`src/rtl/voq_sched_pkg.sv`:
```
// Shared switch-fabric types for the VOQ scheduler: port count, port index type and FSM states.
package switch_pkg;

  localparam int PORT_NUM   = 4;
  localparam int PORT_IDX_W = $clog2(PORT_NUM);

  typedef logic [PORT_IDX_W-1:0] port_idx_t;

  typedef enum logic [1:0] {
    IDLE,
    GRANT,
    ACCEPT,
    DONE
  } sched_state_t;

endpackage

```
`src/rtl/voq_sched_rr_arbiter.sv`:
```
// Combinational round-robin arbiter: first set request bit at or after ptr, wrapping.
// PORT_NUM must match switch_pkg::PORT_NUM because ptr uses the shared port_idx_t.
module rr_arbiter #(
  parameter int PORT_NUM = switch_pkg::PORT_NUM
) (
  input  logic [PORT_NUM-1:0] req,
  input  switch_pkg::port_idx_t ptr,
  output logic [PORT_NUM-1:0] grant,
  output switch_pkg::port_idx_t idx,
  output logic                found
);

  import switch_pkg::*;

  port_idx_t cand;

  // Power-of-two port count lets the index wrap by plain truncation.
  always_comb begin
    grant = '0;
    idx   = '0;
    found = 1'b0;
    cand  = '0;
    for (int k = 0; k < PORT_NUM; k++) begin
      cand = port_idx_t'(int'(ptr) + k);
      if (!found && req[cand]) begin
        found       = 1'b1;
        idx         = cand;
        grant[cand] = 1'b1;
      end
    end
  end

endmodule

```
`src/rtl/voq_sched.sv`:
```
// Single-iteration iSLIP crossbar scheduler; one matching per 4-cycle round.
// Optional VOQ_SCHED_STATS_EN adds round and match counters.
module voq_sched #(
  parameter int PORT_NUM = switch_pkg::PORT_NUM
) (
  input  logic                                  clk,
  input  logic                                  reset,
  input  logic                                  experimenting,
  input  logic                                  sched_start,
  input  logic [PORT_NUM*PORT_NUM-1:0]          voq_req,
  output logic                                  busy,
  output logic                                  sched_done,
  output logic [PORT_NUM-1:0]                   match_valid,
`ifdef VOQ_SCHED_STATS_EN
  output logic [PORT_NUM*$clog2(PORT_NUM)-1:0]  match_egress,
  output logic [31:0]                           sched_rounds,
  output logic [31:0]                           sched_matches
`else
  output logic [PORT_NUM*$clog2(PORT_NUM)-1:0]  match_egress
`endif
);

  import switch_pkg::*;

  localparam int W = PORT_IDX_W;

  sched_state_t                 state;
  logic [PORT_NUM*PORT_NUM-1:0] req_q;
  logic [PORT_NUM-1:0]          gnt_q      [PORT_NUM];
  port_idx_t                    grant_ptr  [PORT_NUM];
  port_idx_t                    accept_ptr [PORT_NUM];

  logic [PORT_NUM-1:0]          col_req    [PORT_NUM];
  logic [PORT_NUM-1:0]          gnt_onehot [PORT_NUM];
  port_idx_t                    gnt_idx    [PORT_NUM];
  logic [PORT_NUM-1:0]          gnt_found;
  logic [PORT_NUM*W-1:0]        unused_gnt_idx;

  logic [PORT_NUM-1:0]          acc_req    [PORT_NUM];
  logic [PORT_NUM-1:0]          acc_onehot [PORT_NUM];
  port_idx_t                    acc_idx    [PORT_NUM];
  logic [PORT_NUM-1:0]          acc_found;

  // col_req[j] is the set of ingresses requesting egress j; acc_req[i] the egresses granting ingress i.
  always_comb begin
    for (int a = 0; a < PORT_NUM; a++) begin
      col_req[a] = '0;
      acc_req[a] = '0;
    end
    for (int j = 0; j < PORT_NUM; j++) begin
      for (int i = 0; i < PORT_NUM; i++) begin
        col_req[j][i] = req_q[i*PORT_NUM+j];
        acc_req[i][j] = gnt_q[j][i];
      end
    end
  end

  for (genvar g = 0; g < PORT_NUM; g++) begin : g_arb
    rr_arbiter #(.PORT_NUM(PORT_NUM)) u_grant (
      .req   (col_req[g]),
      .ptr   (grant_ptr[g]),
      .grant (gnt_onehot[g]),
      .idx   (gnt_idx[g]),
      .found (gnt_found[g])
    );

    rr_arbiter #(.PORT_NUM(PORT_NUM)) u_accept (
      .req   (acc_req[g]),
      .ptr   (accept_ptr[g]),
      .grant (acc_onehot[g]),
      .idx   (acc_idx[g]),
      .found (acc_found[g])
    );

    assign unused_gnt_idx[g*W +: W] = gnt_idx[g];
  end

  // Pointers only move for accepted pairs, which is what makes iSLIP starvation-free.
  always_ff @(posedge clk) begin
    if (!reset) begin
      state        <= IDLE;
      busy         <= 1'b0;
      sched_done   <= 1'b0;
      match_valid  <= '0;
      match_egress <= '0;
      req_q        <= '0;
      for (int j = 0; j < PORT_NUM; j++) begin
        gnt_q[j]      <= '0;
        grant_ptr[j]  <= '0;
        accept_ptr[j] <= '0;
      end
    end else begin
      sched_done <= 1'b0;
      case (state)
        IDLE: begin
          if (sched_start && experimenting) begin
            req_q <= voq_req;
            busy  <= 1'b1;
            state <= GRANT;
          end
        end
        GRANT: begin
          for (int j = 0; j < PORT_NUM; j++) begin
            gnt_q[j] <= gnt_found[j] ? gnt_onehot[j] : '0;
          end
          state <= ACCEPT;
        end
        ACCEPT: begin
          for (int i = 0; i < PORT_NUM; i++) begin
            match_valid[i]        <= acc_found[i];
            match_egress[i*W +: W] <= acc_found[i] ? acc_idx[i] : '0;
            if (acc_found[i]) begin
              accept_ptr[i] <= acc_idx[i] + 1'b1;
            end
          end
          for (int j = 0; j < PORT_NUM; j++) begin
            for (int i = 0; i < PORT_NUM; i++) begin
              if (acc_onehot[i][j]) begin
                grant_ptr[j] <= port_idx_t'(i + 1);
              end
            end
          end
          sched_done <= 1'b1;
          state      <= DONE;
        end
        DONE: begin
          busy  <= 1'b0;
          state <= IDLE;
        end
        default: state <= IDLE;
      endcase
    end
  end

`ifdef VOQ_SCHED_STATS_EN
  // match_valid already holds this round's result during DONE.
  always_ff @(posedge clk) begin
    if (!reset) begin
      sched_rounds  <= '0;
      sched_matches <= '0;
    end else if (state == DONE) begin
      sched_rounds  <= sched_rounds + 32'd1;
      sched_matches <= sched_matches + 32'($countones(match_valid));
    end
  end
`endif

endmodule
```
`config.mk`:
```
export PLATFORM = sky130hd
export DESIGN_NAME = voq_sched
export DESIGN_NICKNAME = d
export VERILOG_FILES = /design/src/rtl/voq_sched_pkg.sv /design/src/rtl/voq_sched_rr_arbiter.sv /design/src/rtl/voq_sched.sv
export SDC_FILE = /design/constraint.sdc
export NUM_CORES = 1
export LEC_CHECK = 0
export CAP_MARGIN = 20
export CORE_MARGIN = 5
export CORE_UTILIZATION = 45
export DETAILED_ROUTE_END_ITERATION = 10
export HOLD_SLACK_MARGIN = 0.12
export PLACE_DENSITY = 0.67
export RECOVER_POWER = 25
export REMOVE_ABC_BUFFERS = 1
export SYNTH_ARGS = -nofsm -noshare
export SYNTH_HDL_FRONTEND = slang
export SYNTH_SLANG_ARGS = --single-unit
```
`constraint.sdc`:
```
create_clock -name clk -period 3.7 [get_ports clk]
set_input_delay 0.555 -clock clk [delete_from_list [all_inputs] [get_ports clk]]
set_output_delay 0.555 -clock clk [all_outputs]
set_load 0.03 [all_outputs]
```
; ---- Word-level counts from Yosys, hierarchy flattened
; Memories as Yosys holds them, arrays and structs flattened.
; Cells that the tools add are included.
[classes]
reduce_logical = 85
order_cmp = 64
bitwise = 48
addsub = 28
n_eq_ne = 4
muxes = 329
[ops]
columns = operator, count
row1 = 1-bit 2-to-1 mux, 182
row2 = 4-bit 2-to-1 mux, 40
row3 = 2-bit by 3-bit less-than comparator with 1-bit output (second input constant), 32
row4 = 4-bit bitwise OR, 24
row5 = 2-bit 2-to-1 mux, 41
row6 = 1-bit binary-select mux with 2-bit select, 32
row7 = 1-bit demux with 2-bit select, 32
row8 = 2-bit by 1-bit >= comparator with 1-bit output (second input constant), 32
row9 = 1-bit logical AND, 57
row10 = 2-bit adder (second input constant), 16
row11 = 2-bit by 1-bit adder with 2-bit output (second input constant), 12
row12 = 1-bit logical NOT, 24
row13 = 1-bit bitwise OR, 24
row14 = 2-bit one-hot mux with 4 select lines, 1
row15 = 2-bit == test (second input constant), 2
row16 = 2-bit AND reduction, 2
row17 = 2-bit by 1-bit == test with 1-bit output (second input constant), 1
row18 = 2-bit logical NOT, 1
row19 = 2-bit inequality test (second input constant), 1
row20 = 1-bit one-hot mux with 2 select lines, 1
row21 = 2-bit nonzero test, 1
[word_totals]
n_memories = 3
register_bits = 32
wordCells = 567
output_inout_bits = 14
inputBits = 20
mem_bits_rw = 32
[mem_list]
columns = name, depth, word_bits, read_ports, rd_clocked_by_memory_dff, write_ports, line_no
row1 = gnt_q, 4, 4, 4, 0, 4, voq_sched.sv:29  ; logic [PORT_NUM-1:0] gnt_q [PORT_NUM];
row2 = accept_ptr, 4, 2, 4, 0, 4, voq_sched.sv:31  ; port_idx_t accept_ptr [PORT_NUM];
row3 = grant_ptr, 4, 2, 4, 0, 4, voq_sched.sv:30  ; port_idx_t grant_ptr [PORT_NUM];

; ---- Longest topological paths before layout
; Gate-level depths: netlist (run 1).
[logic_depth]
ltp_word = 20
ltp_mapped = 10
ltp_nobuf = 8

; ---- Cells and area by module
; Synthesis (run 1) repeated with hierarchy kept, for this count alone.
[unflattened]
cells_unflattened = 609
area_unflattened_um2 = 6067.1
[modules_own_cells]
columns = mod, cells_each, seq_area_each_um2, area_per_inst_um2, instances
row1 = rr_arbiter, 45, 0.0, 421.7, 8
row2 = voq_sched, 249, 1601.5, 2693.8, 1

; ---- Worst setup path after synthesis (run 1)
; Ideal clock, no wire load.
[synth_timing]
path_kind = reg2reg
startpoint = memory accept_ptr[2][0] (netlist name)
endpoint = memory grant_ptr[2][0] (netlist name), enable pin
path_stages_with_launch = 10
setup_ps = 252
path_slack_ps = 590
arrival_ps = 2858
period_less_slack_ps = 3110
t_required_ps = 3448
path_buffers = 2
path_cell_list = edfxtp_1 buf_2 inv_1 ha_1 buf_4 mux4_2 a22o_1 a221o_1 nand3b_4 o31a_1
[synth_rtl]
columns = element, line_no
row1 = start: declaration, voq_sched.sv:31
row2 = end: declaration, voq_sched.sv:30

==> metrics.md, run 1 <==
| Metric | Value |
|---|---|
| Fin util | 53.0% |
| DR vias/cell | 5.94 |
| Cell Pwr Density | 629 nW/um2 |
| Total number of vias | 4369 |
| Clock Tree Buf Depth | 2 |
| Die Y | 119 um |
| Drc violations | 0 |
| CTS Sinks | 64 |
| CTS tree | yes |
| Layout cell share with drive strength beyond 1 | 8.94% |
| IR drop worst, VDD | 0.000278 V |
| Vias in the first global route | 4261 |
| Critical path launch point type | register |
| Period utilization | 84.9% |
| Antenna viol nets, final | 0 |
| Mapped Cells | 560 |
| Ys async rst share | 0% |
| XOR/XNOR Fraction of Synth Area | 0.985% |
| Core box area | 11500 um2 |
| DRT iter0 DRCs | 218 |
| Clock transition at the registers of the reported paths | 0.06 ns |
| Synth Warn # | 0 |
| Final nets | 661 |
| Leading area contributor after synthesis | edfxtp_1 |
| Hold Violations, Final | 0 |
| Seq/Total Area, Yosys | 30.0% |
| Drt total wl | 11800 um |
| Yosys top cell area share | 18.0% |
| # port buffers | 33 |
| Final Setup Violations | 0 |
| Most common cell after layout, fill and taps aside | nand2_1 |
| EDFF count, synth | 32 |
| Max_slew headroom | 44.3% |
| Global-route wire length before repair | 20200 um |
| Leading cell types in the layout, fill and taps excluded | 68 x nand2_1, 53 x ha_1, 52 x nor2_1 |
| RSZ-0062 raised after global routing | no |
| RD Place Congestion | 0.840 |
| Synthesized area | 5330 um2 |
| Post-detail-place hpwl | 8990 um |
| Row Count | 39 |
| Clock buffers created by TritonCTS | 9 |
| Starting Density | 46.3% |
| GR Util All Layers | 17.0% |
| Number of library cell types mapped by synthesis | 55 |
| Switching pwr | 0.00152 W |
| Least-Margin Pin Slew | 0.825 ns |
| Adder-Cell Fraction of Synth Area | 12.4% |
| Predominant post-synthesis flop cell | edfxtp_1 |
| Gate power share | 45.7% |
| Hold crit path type | register to register |
| Skew final | 0.00582 ns |
| Status | completed |
| Final count of pins violating max slew | 0 |
| Htree depth | 3 |
| Placed Cells | 720 |
| Initial antenna violation count | 0 |
| Synth Area in Compound Gates | 19.5% |
| Maxcap violations | 0 |
| Simple-Gate Fraction of Synth Area | 18.2% |
| LEAKAGE | 2.31 nW |
| Critical Path AT | 3.23 ns |
| Largest net degree at the start of global routing | 20 |
| IO Count | 34 |
| Die W | 119 um |
| Ant. Diodes | 0 |
| Routed len/inst | 16.0 um |
| Minimum clock period | 3.14 ns |
| Int Power | 0.00231 W |
| Syn_area_per_cell | 9.52 um2 |
| Power share of the clock group | 23.9% |
| CTS resizes | 0 |
| Hold-fix buffers at CTS | 0 |
| FF+latch count, synth | 64 |
| Tot Pwr | 0.00384 W |
| Req. time, crit path | 3.78 ns |
| Sw frac | 39.8% |
| Post-CTS setup buffers | 0 |
| Fin Setup TNS | 0 ns |
| F_max | 318 MHz |
| GRT Residual Overflow | 0 |
| Sequential share of power | 30.5% |
| Combinational family with the most area after synthesis | compound AO/OA/AOI/OAI gates |
| Crit Path Class | register to register |
| Final Non-Filler Cells | 736 |
| Worst setup EP type | register |
| Root Driver | clkbuf_16 |
| Layout fillers | 1067 |
| Mux cell area share after synthesis | 15.0% |
| Area delta synth->final | 14.4% |
| First-pass detailed-route iteration total | 5 |
| Crit-path max FO | 9 |
| Die area | 14100 um2 |
| Clk_lat worst skew | 0.33 ns |
| Synth top area cells | edfxtp_1 18%, ha_1 12%, dfxtp_1 12% |
==> state kept, by name, summed over array words and instances (netlist names) <==
| signal | count |
|---|---|
| sched_done | 1 |
| accept_ptr | 8 |
| state | 2 |
| busy | 1 |
| gnt_q | 16 |
| req_q | 16 |
| grant_ptr | 8 |
| match_egress | 8 |
| match_valid | 4 |
==> cell families (layout without fill, tap and decap cells) <==
logic type | Yosys count | count (layout)
AND/OR/NAND/NOR | 197 | 197
AO/OA/AOI/OAI | 145 | 145
flip-flops | 64 | 64
multiplexers | 46 | 46
buffers and inverters | 49 | 82
XOR/XNOR | 6 | 6
adder cells (fa/ha/maj) | 53 | 53
==> final timing paths <==
path	startpoint	endpoint	slack (ns)	cells past startpoint
setup / recovery	accept_ptr[2][1]$_SDFFCE_PN0P_	grant_ptr[2][1]$_SDFFCE_PP0P_	0.56	7
hold / removal	match_valid[1]$_SDFFE_PN0P_	match_valid[1]$_SDFFE_PN0P_	0.44	2
hold reg to reg	match_valid[1]$_SDFFE_PN0P_	match_valid[1]$_SDFFE_PN0P_	0.44	2
setup reg to reg	accept_ptr[2][1]$_SDFFCE_PN0P_	grant_ptr[2][1]$_SDFFCE_PP0P_	0.56	7
==> routing by layer <==
| metal | routed length [um] | GRT usage [%] |
|---|---|---|
| met4 | 227 | 5.87 |
| met1 | 5420 | 21.5 |
| met3 | 427 | 2.89 |
| met2 | 5720 | 29.5 |
| met5 | 0 | 0 |
==> critical path: stages (launching register included) <==
cell	delay, ns
edfxtp_1	0.52
inv_1	0.15
ha_1	0.48
mux4_2	0.62
a22o_1	0.26
a221o_1	0.36
nand3b_4	0.16
o31a_1	0.34
==> power by group through the flow <==
| stage | combinational (W) | sequential [W] | clock (W) |
|---|---|---|---|
| 2_1_floorplan | 0.00129 | 0.00118 | 0 |
| 3_3_place_gp | 0.00169 | 0.00117 | 0 |
| 3_5_place_dp | 0.00174 | 0.00118 | 0 |
| 4_1_cts | 0.00175 | 0.00117 | 0.000930 |
| 5_1_grt | 0.00194 | 0.00120 | 0.000970 |
| 6_report | 0.00175 | 0.00117 | 0.000916 |
==> synthesized netlist by cell type (all sizes together), types with 6 or more instances <==
library cell   n
nand2         68
and2           6
o21ai         35
clkbuf        16
nand2b         6
a221oi        17
inv           27
a21oi         10
buf            6
ha            53
mux4          27
mux2i         16
dfxtp         32
a22oi         13
nor2          52
nor2b         21
nand3         15
a21boi        18
edfxtp        32
a22o          17
==> per-stage QoR <==
| stage | worst slack (ns) | hold slack [ns] | area [um2] |
|---|---|---|---|
| finish | 0.560 | 0.442 | 6100 |
| global route | 0.447 | 0.465 | 6100 |
| CTS | 0.584 | 0.447 | 6100 |
| detailed placement | 0.594 | 0.437 | 5780 |
| global placement | 0.698 | 0.433 | 5780 |
| floorplan | 0.529 | 0.482 | 5230 |
==> area by class of cell <==
class                           instances  area (um2)  share of cell area, %
Tap cell                              143         179                   2.93
Clock buffer                            9         225                   3.69
Sequential cell                        64        1600                   26.3
Timing Repair Buffer                   39         372                   6.09
Clock inverter                          7        96.3                   1.58
Multi-Input combinational cell        447        3530                   57.8
Inverter                               27         101                   1.66
Note: power is estimated with default switching activity, not from simulation.
==> inputs of run 2 (changes only) <==
clock period = 3.1 ns   (was 3.7 ns; I/O delays follow)
==> run 2 against run 1 <==
Compared with the run above: via count increased by 2.1%; worst hold slack got worse by 0.0048 ns; sequential share of layout area about the same; setup slack lost 0.23 ns; sequential power is 15% higher; die area stayed put; non-clock buffer count grew 7; highest routed layer unchanged; global-route usage rose by 0.11 points; first-iteration DRC count shrank 0.46%; total power rose by 15%; utilization fell by 0.098 points.
==> metrics.md, run 2 (same netlist as run 1, synthesis figures left out) <==
| Metric | Value |
|---|---|
| Total number of vias | 4461 (+2.1%) |
| F_max | 361 MHz (+13%) |
| Cell Pwr Density | 724 nW/um2 (+15%) |
| Period utilization | 89.4% (+4.5 points) |
| Largest registers | gnt_q (16), req_q (16) |
| IO Count | 34 (unchanged) |
| GR Util All Layers | 17.1% (+0.11 points) |
| Drc violations | 0 (unchanged) |
| CTS resizes | 0 (unchanged) |
| Crit Path Class | register to register |
| Hold Violations, Final | 0 (unchanged) |
| First-pass detailed-route iteration total | 5 (unchanged) |
| Clock buffers created by TritonCTS | 9 (unchanged) |
| Post-detail-place hpwl | 9050 um (+0.70%) |
| Status | completed |
| # port buffers | 33 (unchanged) |
| Clock transition at the registers of the reported paths | 0.05 ns (about the same) |
| Hold crit path type | register to register |
| Routed len/inst | 15.8 um (-1.4%) |
| Final Setup Violations | 0 (unchanged) |
| DR vias/cell | 6.00 (+1.1%) |
| Root Driver | clkbuf_16 |
| Least-Margin Pin Slew | 0.792 ns (-0.0332 ns) |
| Placed Cells | 727 (+0.97%) |
| RD Place Congestion | 0.880 (+4.7%) |
| GRT Residual Overflow | 0 (unchanged) |
| Leading cell types in the layout, fill and taps excluded | 68 x nand2_1, 53 x ha_1, 52 x nor2_1 |
| Layout cell share with drive strength beyond 1 | 9.33% (+0.40 points) |
| DRT iter0 DRCs | 217 (-0.46%) |
| Final count of pins violating max slew | 0 (unchanged) |
| Clock Tree Buf Depth | 2 (unchanged) |
| RSZ-0062 raised after global routing | no |
| Initial antenna violation count | 0 (unchanged) |
| Core box area | 11500 um2 (unchanged) |
| Starting Density | 46.3% (unchanged) |
| CTS tree | yes |
| Htree depth | 3 (unchanged) |
| Post-CTS setup buffers | 0 (unchanged) |
| Row Count | 39 (unchanged) |
| Max_slew headroom | 46.5% (+2.2 points) |
| Critical Path AT | 2.81 ns (-0.42 ns) |
| Worst setup EP type | register |
| Crit-path max FO | 10 (+1) |
| Clk_lat worst skew | 0.33 ns (about the same) |
| Area delta synth->final | 14.2% |
| Final Non-Filler Cells | 743 (+0.95%) |
| LEAKAGE | 2.31 nW (+0.16%) |
| Tot Pwr | 0.00441 W (+15%) |
| Antenna viol nets, final | 0 (unchanged) |
| Ant. Diodes | 0 (unchanged) |
| Largest net degree at the start of global routing | 20 (unchanged) |
| Critical path launch point type | register |
| CTS Sinks | 64 (unchanged) |
| Drt total wl | 11700 um (-0.45%) |
| IR drop worst, VDD | 0.000304 V (+9.5%) |
| Maxcap violations | 0 (unchanged) |
| Req. time, crit path | 3.14 ns (-0.64 ns) |
| Minimum clock period | 2.77 ns (-0.370 ns) |
| Final nets | 668 (+1.1%) |
| Vias in the first global route | 4212 (-1.1%) |
| Die W | 119 um (unchanged) |
| Die area | 14100 um2 (unchanged) |
| Most common cell after layout, fill and taps aside | nand2_1 |
| Hold-fix buffers at CTS | 0 (unchanged) |
| Die Y | 119 um (unchanged) |
| Global-route wire length before repair | 20000 um (-0.71%) |
| Skew final | 0.00683 ns (+0.00102 ns) |
[run 2: changes by cell type in the layout (fill, tap and decap cells not counted), sizes merged]
cell / before / now
bufinv: 2 / 0
clkinvlp: 0 / 1
clkdlybuf4s50: 29 / 28
buf: 5 / 12
dlygate4sd3: 4 / 5
clkbuf: 10 / 13
clkinv: 5 / 3
[run 2: layout make-up]
| class | count | area, um2 |
|---|---|---|
| multi-input combinational | 447 | 3530 |
| clock buffer | 12 | 236 |
| timing repair buffer | 46 | 424 |
| fill | 1051 | 5430 |
| tap | 143 | 179 |
| inverter | 27 | 101 |
| sequential | 64 | 1600 |
| clock inverter | 4 | 21.3 |
[run 2: stage by stage]
| step | setup slack, ns | cell area (um2) | TNS, ns | hold slack [ns] | util (%) |
|---|---|---|---|---|---|
| after global placement | 0.417 | 5840 | 0 | 0.429 | 50.7 |
| after global routing | 0.177 | 6090 | 0 | 0.467 | 52.9 |
| final | 0.330 | 6090 | 0 | 0.437 | 52.9 |
| after detailed placement | 0.373 | 5840 | 0 | 0.432 | 50.7 |
| after floorplan | -0.0712 | 5230 | -0.250 | 0.482 | - |
| after CTS | 0.349 | 6090 | 0 | 0.441 | 52.9 |
[run 2: power by group]
group	internal [W]	total, W	switching [W]
clock	0.000535	0.000892	0.000356
combinational	0.000982	0.00217	0.00118
sequential	0.00110	0.00135	0.000255
[run 2: worst paths after layout]
check | from | endpoint | slack (ns) | cells after the start
hold reg to reg | match_valid[3]$_SDFFE_PN0P_ | match_valid[3]$_SDFFE_PN0P_ | 0.44 | 2
setup reg to reg | accept_ptr[0][0]$_SDFFCE_PN0P_ | grant_ptr[0][0]$_SDFFCE_PP0P_ | 0.33 | 7
hold / removal | match_valid[3]$_SDFFE_PN0P_ | match_valid[3]$_SDFFE_PN0P_ | 0.44 | 2
setup / recovery | accept_ptr[0][0]$_SDFFCE_PN0P_ | grant_ptr[0][0]$_SDFFCE_PP0P_ | 0.33 | 7
[run 2: worst max-delay path, stage by stage, from the launching register on]
cell      delay, ns
edfxtp_1       0.36
inv_1          0.11
ha_1           0.40
mux4_2         0.64
nor2b_1        0.34
a221oi_1       0.14
o21ai_1        0.28
o31a_1         0.21
[run 2: metal layers]
metal	vias up	track usage, %	part of all wire (%)
li1	2174	-	-
met3	21	2.99	4.8
met5	-	0	0
met4	0	7.17	2.5
met2	132	29.6	49
met1	2134	21.2	44
